### src/rtl/trapez_peak_detector.sv
// Peak detector for the trapezoidal shaper: threshold trigger, flat-top window, width and pile-up.
// Define TRAPEZ_PEAK_AVERAGE_EN to report the window mean instead of the window maximum.
module trapez_peak_detector #(
   parameter int unsigned DATA_SIZE        = 16,
   parameter int unsigned TS_SIZE          = 32,
   parameter int unsigned FLAT_DELAY       = 4,
   parameter int unsigned PEAK_WINDOW_LOG2 = 2,
   parameter int unsigned HYST             = 16,
   parameter int unsigned MAX_WIDTH        = 64,
   parameter int unsigned HOLDOFF          = 8
) (
   input  logic                        clk,
   input  logic                        reset_n,
   input  logic signed [DATA_SIZE-1:0] input_data,
   input  logic                        input_data_valid,
   input  logic signed [DATA_SIZE-1:0] threshold,
   output logic signed [DATA_SIZE-1:0] peak_data,
   output logic        [TS_SIZE-1:0]   peak_timestamp,
   output logic        [15:0]          peak_width,
   output logic                        peak_pileup,
   output logic                        peak_valid
);
   localparam int unsigned WIN_LEN = 2 ** PEAK_WINDOW_LOG2;
   localparam int unsigned RISE_W  = $clog2(FLAT_DELAY + 1);
   localparam int unsigned HOLD_W  = $clog2(HOLDOFF + 2);
   localparam int unsigned WIN_W   = PEAK_WINDOW_LOG2 + 1;

   typedef enum logic [2:0] {StIdle, StRise, StSample, StWaitFall, StHoldoff} state_e;

   state_e                      state_q;
   logic [TS_SIZE-1:0]          ts_q, ts_lat_q;
   logic [15:0]                 width_q, width_inc;
   logic                        pileup_q;
   logic [RISE_W-1:0]           rise_cnt_q;
   logic [WIN_W-1:0]            win_cnt_q;
   logic [HOLD_W-1:0]           hold_cnt_q;
   logic signed [DATA_SIZE:0]   in_ext, fall_level;
   logic                        above_thr, below_fall;
   logic                        rise_last, win_last, hold_done, win_take;
   logic signed [DATA_SIZE-1:0] result;

`ifdef TRAPEZ_PEAK_AVERAGE_EN
   localparam int unsigned ACC_W = DATA_SIZE + PEAK_WINDOW_LOG2;
   logic signed [ACC_W-1:0] acc_q, acc_mean;
   // Short pulses still divide by the full window length.
   assign acc_mean = acc_q >>> PEAK_WINDOW_LOG2;
   assign result   = acc_mean[DATA_SIZE-1:0];
`else
   logic signed [DATA_SIZE-1:0] max_q;
   assign result = max_q;
`endif

   // One extra bit so threshold - HYST cannot wrap.
   assign in_ext     = $signed({input_data[DATA_SIZE-1], input_data});
   assign fall_level = $signed({threshold[DATA_SIZE-1], threshold})
                       - $signed({1'b0, DATA_SIZE'(HYST)});
   assign above_thr  = input_data >= threshold;
   assign below_fall = in_ext < fall_level;
   assign rise_last  = 32'(rise_cnt_q) + 32'd1 >= FLAT_DELAY;
   assign win_last   = 32'(win_cnt_q) + 32'd1 >= WIN_LEN;
   assign hold_done  = 32'(hold_cnt_q) + 32'd1 >= HOLDOFF;
   assign width_inc  = (width_q == 16'hFFFF) ? width_q : width_q + 16'd1;
   assign win_take   = input_data_valid && !below_fall &&
                       (state_q == StSample || (state_q == StRise && rise_last));

   always_ff @(posedge clk or negedge reset_n) begin
      if (!reset_n) begin
         state_q        <= StIdle;
         ts_q           <= '0;
         ts_lat_q       <= '0;
         width_q        <= '0;
         pileup_q       <= 1'b0;
         rise_cnt_q     <= '0;
         win_cnt_q      <= '0;
         hold_cnt_q     <= '0;
`ifdef TRAPEZ_PEAK_AVERAGE_EN
         acc_q          <= '0;
`else
         max_q          <= '0;
`endif
         peak_data      <= '0;
         peak_timestamp <= '0;
         peak_width     <= '0;
         peak_pileup    <= 1'b0;
         peak_valid     <= 1'b0;
      end else begin
         peak_valid <= 1'b0;
         if (input_data_valid) begin
            ts_q <= ts_q + TS_SIZE'(1);
            if (win_take) win_cnt_q <= win_cnt_q + WIN_W'(1);
`ifdef TRAPEZ_PEAK_AVERAGE_EN
            if (win_take) acc_q <= acc_q + ACC_W'(input_data);
`else
            if (win_take && (win_cnt_q == '0 || input_data > max_q)) max_q <= input_data;
`endif
            unique case (state_q)
               StIdle: begin
                  if (above_thr) begin
                     state_q    <= StRise;
                     ts_lat_q   <= ts_q;
                     width_q    <= 16'd1;
                     pileup_q   <= (MAX_WIDTH == 0);
                     rise_cnt_q <= '0;
                     win_cnt_q  <= '0;
`ifdef TRAPEZ_PEAK_AVERAGE_EN
                     acc_q      <= '0;
`else
                     max_q      <= '0;
`endif
                  end
               end
               StRise, StSample, StWaitFall: begin
                  if (below_fall) begin
                     state_q    <= StHoldoff;
                     hold_cnt_q <= '0;
                     // Falling before the window completes is a short pulse.
                     if (state_q != StWaitFall) pileup_q <= 1'b1;
                  end else begin
                     width_q <= width_inc;
                     if (32'(width_inc) > MAX_WIDTH) pileup_q <= 1'b1;
                     if (state_q == StRise) begin
                        rise_cnt_q <= rise_cnt_q + RISE_W'(1);
                        if (rise_last) state_q <= win_last ? StWaitFall : StSample;
                     end else if (state_q == StSample && win_last) begin
                        state_q <= StWaitFall;
                     end
                  end
               end
               StHoldoff: begin
                  if (above_thr) pileup_q <= 1'b1;
                  if (!hold_done) hold_cnt_q <= hold_cnt_q + HOLD_W'(1);
                  if (hold_done && !above_thr) begin
                     state_q        <= StIdle;
                     peak_valid     <= 1'b1;
                     peak_data      <= result;
                     peak_timestamp <= ts_lat_q;
                     peak_width     <= width_q;
                     peak_pileup    <= pileup_q;
                  end
               end
               default: state_q <= StIdle;
            endcase
         end
      end
   end

endmodule

### config.mk
export PLATFORM = sky130hd
export DESIGN_NAME = trapez_peak_detector
export DESIGN_NICKNAME = d
export VERILOG_FILES = /design/src/rtl/trapez_peak_detector.sv
export SDC_FILE = /design/constraint.sdc
export NUM_CORES = 1
export LEC_CHECK = 0
export ABC_AREA = 1
export CAP_MARGIN = 25
export CORE_ASPECT_RATIO = 0.9
export CORE_MARGIN = 10
export CORE_UTILIZATION = 37
export DETAILED_ROUTE_END_ITERATION = 8
export SKIP_CTS_REPAIR_TIMING = 1
export SLEW_MARGIN = 20
export SYNTH_ARGS = -nofsm -noshare
export SYNTH_HDL_FRONTEND = slang
export SYNTH_SLANG_ARGS = --single-unit
### constraint.sdc
create_clock -name clk -period 4.7 [get_ports clk]
set_clock_uncertainty 0.1 [all_clocks]
set_input_delay 0.94 -clock clk [delete_from_list [all_inputs] [get_ports clk]]
set_output_delay 0.94 -clock clk [all_outputs]
set_load 0.02 [all_outputs]
# After elaboration in Yosys (flattened, before gate mapping)
# Index checks and enable logic that the tools add are counted.
[word_totals]
regBits = 176
input_bits = 35
wordCells = 104
[classes]
n_addsub = 9
magnitude_cmp = 7
n_eq_ne = 17
n_mux = 34
n_reduce_logical = 23
[op_table]
columns = ["operator", "count"]
rows = [
  ["$mux W16", 6],
  ["$mux W3", 12],
  ["$add A32 B1 Y32 const B", 1],
  ["$pmux W16 S2", 1],
  ["$lt A16 B17 Y1", 1],
  ["$sub A16 B6 Y17 const B", 1],
  ["$add A16 B1 Y16 const B", 1],
  ["$eq A16 B16 Y1 const B", 1],
  ["$ge A16 B16 Y1", 1],
  ["$gt A16 B16 Y1", 1],
  ["$gt A16 B7 Y1 const B", 1],
  ["$ne A2 B2 Y1 const B", 7],
  ["$reduce_and A5 Y1", 2],
  ["$mux W1", 9],
  ["$pmux W3 S3", 1],
  ["$add A3 B1 Y4 const B", 2],
  ["$ge A4 B3 Y1 const B", 2],
  ["$mux W4", 2],
  ["$ne A4 B4 Y1 const B", 2],
  ["$pmux W4 S2", 1],
  ["$reduce_and A4 Y1", 2],
  ["$add A3 B1 Y3 const B", 2],
  ["$eq A3 B2 Y1 const B", 2],
  ["$logic_and A1 B1 Y1", 6],
  ["other kinds (17)", 23],
]

# Depth between registers and ports, before layout
# Gate-level depths: netlist of the first run.
[logic_depth]
word_depth = 9
depth_mapped = 24
depth_no_buf = 23

# Worst setup path before layout of the first run
# Ideal clock, no wire load.
[synth_path]
path_type = "input -> register"
start = "input port threshold[4]"
end = "register max_q[10]"
t_arrival_ps = 3455
t_required_ps = 4482
path_slack_ps = 1028
path_stages = 22
path_buffers = 1
cell_sequence = "inv_1 nand3_1 nor3_1 nand2_1 nor4_1 nand3_1 xor2_1 ha_1 nand2_1 nor2_1 nand2_1 nor2_1 nor2_1 nand2_1 nand2_1 nand2_2 nand2_4 inv_4 buf_4 nand3_1 nand3_1 nand2_1"
[synth_via]
elab_chain_len = 9
elab_cells_between_ends = 10
classes_between = "add/sub (1); order compare (2); mux (3); reduce/logical (4)"
[synth_rtl]
columns = ["item", "line", "rtl"]
rows = [
  ["start, declared", "16", "input logic signed [DATA_SIZE-1:0] threshold,"],
  ["$sub A16 B6 Y17", "56", "- $signed({1'b0, DATA_SIZE'(HYST)});"],
  ["$lt A16 B17 Y1", "58", "assign below_fall = in_ext < fall_level;"],
  ["$logic_not A1 Y1", "63", "assign win_take = input_data_valid && !below_fall &&"],
  ["$logic_and A1 B1 Y1 (2 in a row)", "63", ""],
  ["$logic_and A1 B1 Y1", "94", "if (win_take && (win_cnt_q == '0 || input_data > max_q)) max_q <= input_data;"],
  ["$mux W16", "94", ""],
  ["$mux W16", "98", "if (above_thr) begin"],
  ["$mux W16 *", "96", "unique case (state_q)"],
  ["end signal, assigned", "94", ""],
  ["end, declared", "49", "logic signed [DATA_SIZE-1:0] max_q;"],
]
# Mark *: on every way between the ends. The rest lies on a longest branch, timed or not.
# A chain may end at the register's enable or synchronous reset.

# Worst setup path after layout of the first run
[layout_path]
start = "input port threshold[4]"
end = "register max_q[6]"
# Same word-level chain as after synthesis.

==> results of run 1 <==
-- area by class of cell --
cell class / instances / area [um2] / share of cell area
sequential: 176 / 4400 / 0.382
multi-input combinational: 835 / 4380 / 0.380
timing repair buffer: 108 / 1100 / 0.0955
inverter: 155 / 584 / 0.0507
tap: 342 / 428 / 0.0372
clock buffer: 17 / 425 / 0.0369
clock inverter: 15 / 194 / 0.0168
-- final timing paths --
| path | start | to | slack (ps) | depth (start not counted) |
|---|---|---|---|---|
| hold / removal | ts_q[31]$_DFFE_PN0P_ | ts_q[31]$_DFFE_PN0P_ | 370 | 1 |
| max in group asynchronous | reset_n | max_q[15]$_DFFE_PN0P_ | 3120 | 2 |
| setup reg to reg | max_q[9]$_DFFE_PN0P_ | max_q[6]$_DFFE_PN0P_ | 2070 | 15 |
| hold reg to reg | ts_q[31]$_DFFE_PN0P_ | ts_q[31]$_DFFE_PN0P_ | 370 | 1 |
| min in group asynchronous | reset_n | peak_valid$_DFF_PN0_ | 410 | 1 |
| setup / recovery | threshold[4] | max_q[6]$_DFFE_PN0P_ | 600 | 21 |
-- registers in the layout, indices dropped and copies added (netlist names) --
| register | flops |
|---|---|
| peak_timestamp | 32 |
| max_q | 16 |
| state_q | 3 |
| pileup_q | 1 |
| peak_pileup | 1 |
| ts_lat_q | 32 |
| peak_data | 16 |
| win_cnt_q | 3 |
| hold_cnt_q | 4 |
| ts_q | 32 |
| peak_width | 16 |
| width_q | 16 |
| rise_cnt_q | 3 |
| peak_valid | 1 |
-- power breakdown --
part	internal (W)	leakage (nW)	switching, W
combinational	0.000599	3.34	0.000922
sequential	0.00185	2.29	0.000223
clock	0.000771	0.299	0.000699
total	0.00322	5.93	0.00184
-- cell usage in the layout (no fill, tap or decap), drive strengths merged, types with 3 or more instances in the layout --
master / instances
dfrtp: 176
nand2: 403
a21o: 3
nand3: 81
ha: 53
inv: 162
clkbuf: 17
nor2: 81
nor4: 4
clkinv: 6
nor3: 15
o21ai: 97
nand4: 20
clkdlybuf4s50: 99
nand3b: 3
a21oi: 21
buf: 9
xor2: 46
-- cell families after synthesis --
kind of cell,Yosys count,synth area share
adder cells (fa/ha/maj),53,0.0693
AND/OR/NAND/NOR,607,0.273
buffers and inverters,185,0.0835
flip-flops,176,0.460
XOR/XNOR,48,0.0439
AO/OA/AOI/OAI,127,0.0698
-- metal layers --
| layer | share of wire | GRT usage | vias up |
|---|---|---|---|
| met1 | 0.51 | 0.194 | 3545 |
| met3 | 0.053 | 0.0342 | 15 |
| met5 | 0 | 0 | - |
| met4 | 0.0088 | 0.0383 | 0 |
| li1 | - | - | 3990 |
| met2 | 0.43 | 0.206 | 148 |
-- worst max-delay path: stages --
cell and delay, ps:
clkdlybuf4s50_1 420, inv_1 100, ha_1 220, nand4_1 140, nor3_1 260, nand3_1 180, nor2_1 130, nor2_1 50
ha_1 350, a21o_1 200, nor2_1 100, nand2_1 60, nor2_1 170, nand3_1 150, nand2_2 160, nand2_4 90
inv_4 190, nand2_4 180, nand2_1 120, nand3_1 70, nand2_1 80
-- per-stage QoR --
step,util,hold slack (ps),area (um2),worst slack (ps),total power (W)
floorplan,-,342,9570,1030,0.00308
global placement,0.430,354,10900,191,0.00360
detailed placement,0.430,353,10900,104,0.00364
CTS,0.454,370,11500,555,0.00513
global route,0.455,381,11500,165,0.00545
finish,0.455,366,11500,600,0.00506
==> flow_summary_export.csv, run 1 <==
group,metric,value,unit
routing,drt-total-wl,21900,um
synth,ys_types,37,
placement,io_buffer_count,100,
clocking,cts_tree,"built",
timing,grt_setup_unrepaired,"false",
finish,layout.nets,1381,
die,num_rows,55,
synth,post-synth-top-area-cell,"dfrtp_1",
synth,synthFlopType,"dfrtp_1",
synth,syn_area,9570,um2
grt,grt_antenna_before_repair,0,
routing,drc,0,
setup_path,path_max_fanout,18,
timing,hold_viol_final,0,
placement,finalWeightedCongestion,0.877,
clocking,clockRootBuffer,"clkbuf_16",
die,num_io_pins,101,
synth,synthArstFlopShare,1.00,
routing,initialDrtViolationCount,626,
clocking,numClockSinks,176,
timing,period_needed,4100,ps
finish,fin_cells,1648,
power,peakVddDrop,257,uV
setup_path,arrival,4360,ps
routing,num_vias,7698,
clocking,cts_buffer_depth,2,
clocking,clk_pin_slew,70,ps
synth,synthTopCellsByCount,"393 x nand2_1, 176 x dfrtp_1, 151 x inv_1",
timing,slew-limit-headroom,0.541,
die,core_area,25300,um2
finish,drive_above_1_share,0.0582,
finish,area_growth,20.3,%
clocking,clk_latency,440,ps
timing,worst_pin_slew,689,ps
grt,grt_max_degree,98,
synth,synth_top_area_share,0.460,
timing,drv_slew,0,
timing,setup_violations,0,
placement,hpwl,16000,um
synth,netlist_instances,1196,
synth,avgSynthCellArea,8.00,um2
power,leakage,5.93,nW
synth,yosys.cell_count.top_type,"nand2_1",
synth,yosys_warnings,0,
timing,fmax,0.244,GHz
routing,post_drt_wl_per_cell,13.3,um
grt,grt_usage,0.138,
synth,synth_fp_nets,1284,
die,dieArea,32700,um2
die,dieWidth,190,um
grt,grt_pass1_vias,7614,
clocking,cts_inserted_buffers,17,
die,start_util,0.378,
outcome,run_status,"finished clean",
grt,grt_pass1_wl,38100,um
synth,ys_seq_area_frac,0.460,
power,powerDensity,439,nW/um2
routing,drt_first_pass_iters,5,
synth,synth_edf_count,0,
finish,diodes,0,
synth,synthTopCellsByArea,"dfrtp_1 46%, nand2_1 15%, ha_1 6.9%",
setup_path,worstSetupPathType,"in2reg",
routing,viasPerCell,4.67,
synth,yosys_register_bits,176,
die,fp.dieH,173,um
setup_path,required,4960,ps
finish,fill_cells,2505,
timing,finalSetupTns,0,ps
clocking,htree_levels,4,
placement,dp.cells,1616,
routing,drtAntennaViolNets,0,
setup_path,start_kind,"input port",
setup_path,crit_path_end_kind,"flip-flop",
grt,grt_overflow,0,
hold_path,min_path_type,"reg2reg",
flow_run,maxCapViolCount,0,
timing,fin_crit_sh,0.872,
No activity file was read; power rests on OpenSTA's default activity.
==> run 2: changes to the inputs <==
==> constraint.sdc (replaced) <==
create_clock -name clk -period 4.7 [get_ports clk]
set_clock_uncertainty 0.1 [all_clocks]
set_input_delay 0.47 -clock clk [delete_from_list [all_inputs] [get_ports clk]]
set_output_delay 0.47 -clock clk [all_outputs]
set_load 0.02 [all_outputs]
==> flow_summary_export.csv, run 2 (synthesis gave the netlist of run 1 again) <==
group,metric,value,unit
outcome,run_status,"finished clean",
timing,period_needed,3810,ps
setup_path,required,4920,ps
finish,diodes,0,
die,start_util,0.378,
routing,num_vias,7680,
routing,drtAntennaViolNets,0,
placement,dp.cells,1613,
routing,drt_first_pass_iters,5,
routing,drt-total-wl,21900,um
setup_path,worstSetupPathType,"in2reg",
timing,finalSetupTns,0,ps
power,powerDensity,437,nW/um2
grt,grt_overflow,0,
power,leakage,5.88,nW
finish,layout.nets,1378,
timing,setup_violations,0,
timing,worst_pin_slew,908,ps
clocking,numClockSinks,176,
clocking,cts_buffer_depth,2,
grt,grt_antenna_before_repair,0,
placement,hpwl,16200,um
timing,hold_viol_final,0,
finish,final_common_cell,"nand2_1",
setup_path,start_kind,"input port",
timing,fmax,0.263,GHz
power,peakVddDrop,258,uV
clocking,cts_tree,"built",
die,fp.dieH,173,um
finish,area_growth,19.3,%
finish,mostFrequentLayoutCells,"393 x nand2_1, 176 x dfrtp_1, 151 x inv_1",
clocking,clk_latency,440,ps
routing,initialDrtViolationCount,478,
setup_path,critPathSlowestCell,"clkdlybuf4s50_1",
clocking,htree_levels,4,
setup_path,crit_path_end_kind,"flip-flop",
die,num_io_pins,101,
grt,grt_max_degree,110,
clocking,clk_pin_slew,70,ps
grt,grt_usage,0.138,
finish,drive_above_1_share,0.0545,
clocking,cts_inserted_buffers,17,
finish,fin_cells,1645,
timing,drv_slew,0,
flow_run,maxCapViolCount,0,
placement,finalWeightedCongestion,0.906,
grt,grt_pass1_vias,7735,
timing,grt_setup_unrepaired,"false",
die,dieWidth,190,um
finish,multi_input_area,4370,um2
die,dieArea,32700,um2
setup_path,critPathMaxStageDelay,460,ps
setup_path,crit_top_cell,"nand2_1",
timing,slew-limit-headroom,0.395,
finish,fill_cells,2529,
hold_path,min_path_type,"in2async",
placement,io_buffer_count,100,
timing,fin_crit_sh,0.810,
finish,seq_area,4400,um2
routing,post_drt_wl_per_cell,13.3,um
setup_path,crit_path_cell_trace,"clkdlybuf4s50_1 -> inv_1 -> nand3_1 -> nor3_1 -> nand2_1 -> nor4_1 -> nand3_1 -> xor2_1 -> ha_1 -> nand2_1 -> nor2_1 -> nand2_1 -> nor2_1 -> nor2_1 -> nand2_1 -> nand2_1 -> nand2_1 -> nand2_1 -> nand2_1 -> nor2_8 -> nand2_1 -> nand2_1 -> nand2_1",
setup_path,path_max_fanout,27,
setup_path,arrival,4030,ps
clocking,clockRootBuffer,"clkbuf_16",
routing,viasPerCell,4.67,
grt,grt_pass1_wl,37900,um
routing,drc,0,
finish,top_regs,"peak_timestamp: 32 flops, ts_lat_q: 32 flops, ts_q: 32 flops",
die,core_area,25300,um2
die,num_rows,55,
==> run 2: stage by stage <==
stage          hold WS (ps)  setup slack, ps  total power (W)  area, um2   util
6_report               13.0              891          0.00499      11400  0.451
5_1_grt                 133              336          0.00536      11400  0.451
4_1_cts                 125              927          0.00505      11400  0.451
3_5_place_dp            358              493          0.00362      10800  0.428
3_3_place_gp            354              593          0.00358      10800  0.428
2_1_floorplan          74.4             1500          0.00308       9570      -
==> run 2: layout make-up <==
cell class | count | share of cell area
multi-input cells | 835 | 0.383
inverters | 155 | 0.0512
repair buffers | 105 | 0.0913
flip-flops and latches | 176 | 0.386
well taps | 342 | 0.0375
clock inverters | 13 | 0.0128
clock buffers | 19 | 0.0388
==> run 2: path summary, 6_finish.rpt <==
check	start	to	slack, ps	depth (start not counted)
max	threshold[6]	rise_cnt_q[2]$_DFFE_PN0P_	890	23
max reg2reg	max_q[15]$_DFFE_PN0P_	max_q[9]$_DFFE_PN0P_	2110	15
min in group clk	ts_q[26]$_DFFE_PN0P_	ts_q[26]$_DFFE_PN0P_	370	1
min	reset_n	peak_timestamp[16]$_DFFE_PN0P_	10	1
max in group asynchronous	reset_n	win_cnt_q[0]$_DFFE_PN0P_	3400	2
min reg2reg	ts_q[26]$_DFFE_PN0P_	ts_q[26]$_DFFE_PN0P_	370	1
==> run 2: critical path, delay by kind of cell <==
kind	cells	cell delay, ps
XOR/XNOR	1	170
adder cells (fa/ha/maj)	1	270
buffers and inverters	2	560
AND/OR/NAND/NOR	19	2560
==> run 2: layer usage <==
metal | GRT usage | share of wire
met4 | 0.0449 | 0.012
met1 | 0.188 | 0.50
met5 | 0 | 0
met3 | 0.0324 | 0.048
met2 | 0.211 | 0.43
==> run 2: power by group <==
| group | internal, W | switching (W) | total [W] | leakage, nW |
|---|---|---|---|---|
| Clock | 0.000765 | 0.000647 | 0.00141 | 0.283 |
| Combinational | 0.000585 | 0.000919 | 0.00150 | 3.31 |
| Sequential | 0.00185 | 0.000225 | 0.00207 | 2.29 |
| Total | 0.00320 | 0.00179 | 0.00499 | 5.88 |
==> run 3: changes to the inputs <==
==> constraint.sdc (replaced) <==
create_clock -name clk -period 3.8 [get_ports clk]
set_clock_uncertainty 0.1 [all_clocks]
set_input_delay 0.38 -clock clk [delete_from_list [all_inputs] [get_ports clk]]
set_output_delay 0.38 -clock clk [all_outputs]
set_load 0.02 [all_outputs]
==> flow_summary_export.csv, run 3 (synthesis gave the netlist of run 1 again) <==
group,metric,value,unit
hold_path,min_path_type,"reg2reg",
grt,grt_max_degree,84,
clocking,clockRootBuffer,"clkbuf_16",
flow_run,maxCapViolCount,0,
setup_path,arrival,3650,ps
placement,placed_cell_area,11100,um2
timing,hold_viol_final,0,
grt,grt_pass1_wl,38100,um
grt,grt_pass1_vias,7588,
die,fp.dieH,173,um
placement,finalWeightedCongestion,0.863,
finish,drive_above_1_share,0.0674,
finish,area_growth,21.8,%
timing,finalSetupTns,0,ps
routing,post_drt_wl_per_cell,13.2,um
clocking,clk_latency,430,ps
die,core_area,25300,um2
placement,pre_cts_slack,-111,ps
finish,mostFrequentLayoutCells,"393 x nand2_1, 176 x dfrtp_1, 151 x inv_1",
clocking,cts_buffer_depth,2,
grt,grt_overflow,0,
finish,top_regs,"peak_timestamp: 32 flops, ts_lat_q: 32 flops, ts_q: 32 flops",
power,pwr-share-clk,0.284,
timing,period_needed,3400,ps
power,peakVddDrop,416,uV
routing,drc,0,
setup_path,start_kind,"input port",
placement,dp.cells,1631,
clocking,numClockSinks,176,
finish,final_common_cell,"nand2_1",
die,start_util,0.378,
finish,design_area,11700,um2
die,dieArea,32700,um2
routing,num_vias,7615,
power,p_int,0.00405,W
finish,layout.nets,1397,
finish,diodes,0,
clocking,htree_levels,4,
clocking,cts_inserted_buffers,17,
routing,viasPerCell,4.58,
finish,fill_cells,2542,
setup_path,path_max_fanout,5,
placement,io_buffer_count,100,
power,seqPwrFrac,0.410,
timing,slew-limit-headroom,0.487,
timing,setup_violations,0,
timing,setup_ws,404,ps
die,num_rows,55,
die,num_io_pins,101,
routing,initialDrtViolationCount,465,
power,leakage,6.01,nW
setup_path,crit_path_end_kind,"flip-flop",
outcome,run_status,"finished clean",
setup_path,worstSetupPathType,"in2reg",
die,dieWidth,190,um
timing,fin_crit_sh,0.894,
placement,hpwl,16400,um
routing,drt-total-wl,21900,um
grt,grt_antenna_before_repair,0,
grt,grt_usage,0.138,
routing,drtAntennaViolNets,0,
power,swShare,0.353,
clocking,clk_pin_slew,70,ps
power,p_sw,0.00221,W
timing,fmax,0.294,GHz
timing,worst_pin_slew,769,ps
finish,fin_cells,1663,
setup_path,required,4050,ps
routing,drt_first_pass_iters,5,
power,powerDensity,537,nW/um2
timing,grt_setup_unrepaired,"false",
power,pwr-share-comb,0.306,
timing,drv_slew,0,
clocking,cts_tree,"built",
[run 3: layer usage]
metal / vias up / track usage / routed length (um)
met5: - / 0 / 0
met4: 0 / 0.0393 / 278
met3: 15 / 0.0344 / 1040
met2: 125 / 0.203 / 9290
met1: 3463 / 0.195 / 11300
li1: 4012 / - / -
[run 3: layout make-up]
| class | instances | area, um2 | area share |
|---|---|---|---|
| inverters | 155 | 584 | 0.0501 |
| flip-flops and latches | 176 | 4400 | 0.378 |
| well taps | 342 | 428 | 0.0367 |
| clock inverters | 12 | 146 | 0.0126 |
| repair buffers | 124 | 1270 | 0.109 |
| multi-input cells | 835 | 4380 | 0.376 |
| clock buffers | 19 | 443 | 0.0380 |
[run 3: path summary, 6_finish.rpt]
kind                                     startpoint                        endpoint  slack, ps  cells past startpoint
max in group asynchronous                   reset_n            max_q[8]$_DFFE_PN0P_       2200                      3
min reg2reg                ts_lat_q[19]$_DFFE_PN0P_  peak_timestamp[19]$_DFFE_PN0P_        370                      2
min in group asynchronous                   reset_n  peak_timestamp[20]$_DFFE_PN0P_        470                      2
min                        ts_lat_q[19]$_DFFE_PN0P_  peak_timestamp[19]$_DFFE_PN0P_        370                      2
max                                    threshold[4]       hold_cnt_q[0]$_DFFE_PN0P_        400                     22
max reg2reg                   max_q[15]$_DFFE_PN0P_            max_q[9]$_DFFE_PN0P_       1180                     14
[run 3: through the flow]
stage                     total power, W  hold WS (ps)   util
after global placement           0.00449           354  0.436
final                            0.00626           367  0.460
after floorplan                  0.00381         -15.6      -
after CTS                        0.00634         -73.9  0.460
after detailed placement         0.00454           354  0.436
after global routing             0.00674           390  0.460
[run 3: worst max-delay path, stage by stage]
cell and delay, ps:
clkdlybuf4s50_1 420, inv_1 110, nand3_1 110, nor3_1 220
nand2_1 120, nor4_2 220, nand3_1 140, xor2_1 160
ha_1 270, nand2_1 80, nor2_1 60, nand2_1 70
nor2_1 50, nor2_1 240, nand2_1 110, nand2_1 110
nand2_2 100, nand2_1 170, nand4_1 200, inv_1 140
nand3_1 70, o21ai_0 80
[run 3: power by group through the flow]
stage	sequential [W]	combinational (W)	clock (W)
global route	0.00263	0.00221	0.00191
global placement	0.00258	0.00190	0
finish	0.00256	0.00192	0.00178
CTS	0.00257	0.00195	0.00183
detailed placement	0.00260	0.00195	0
floorplan	0.00269	0.00111	0
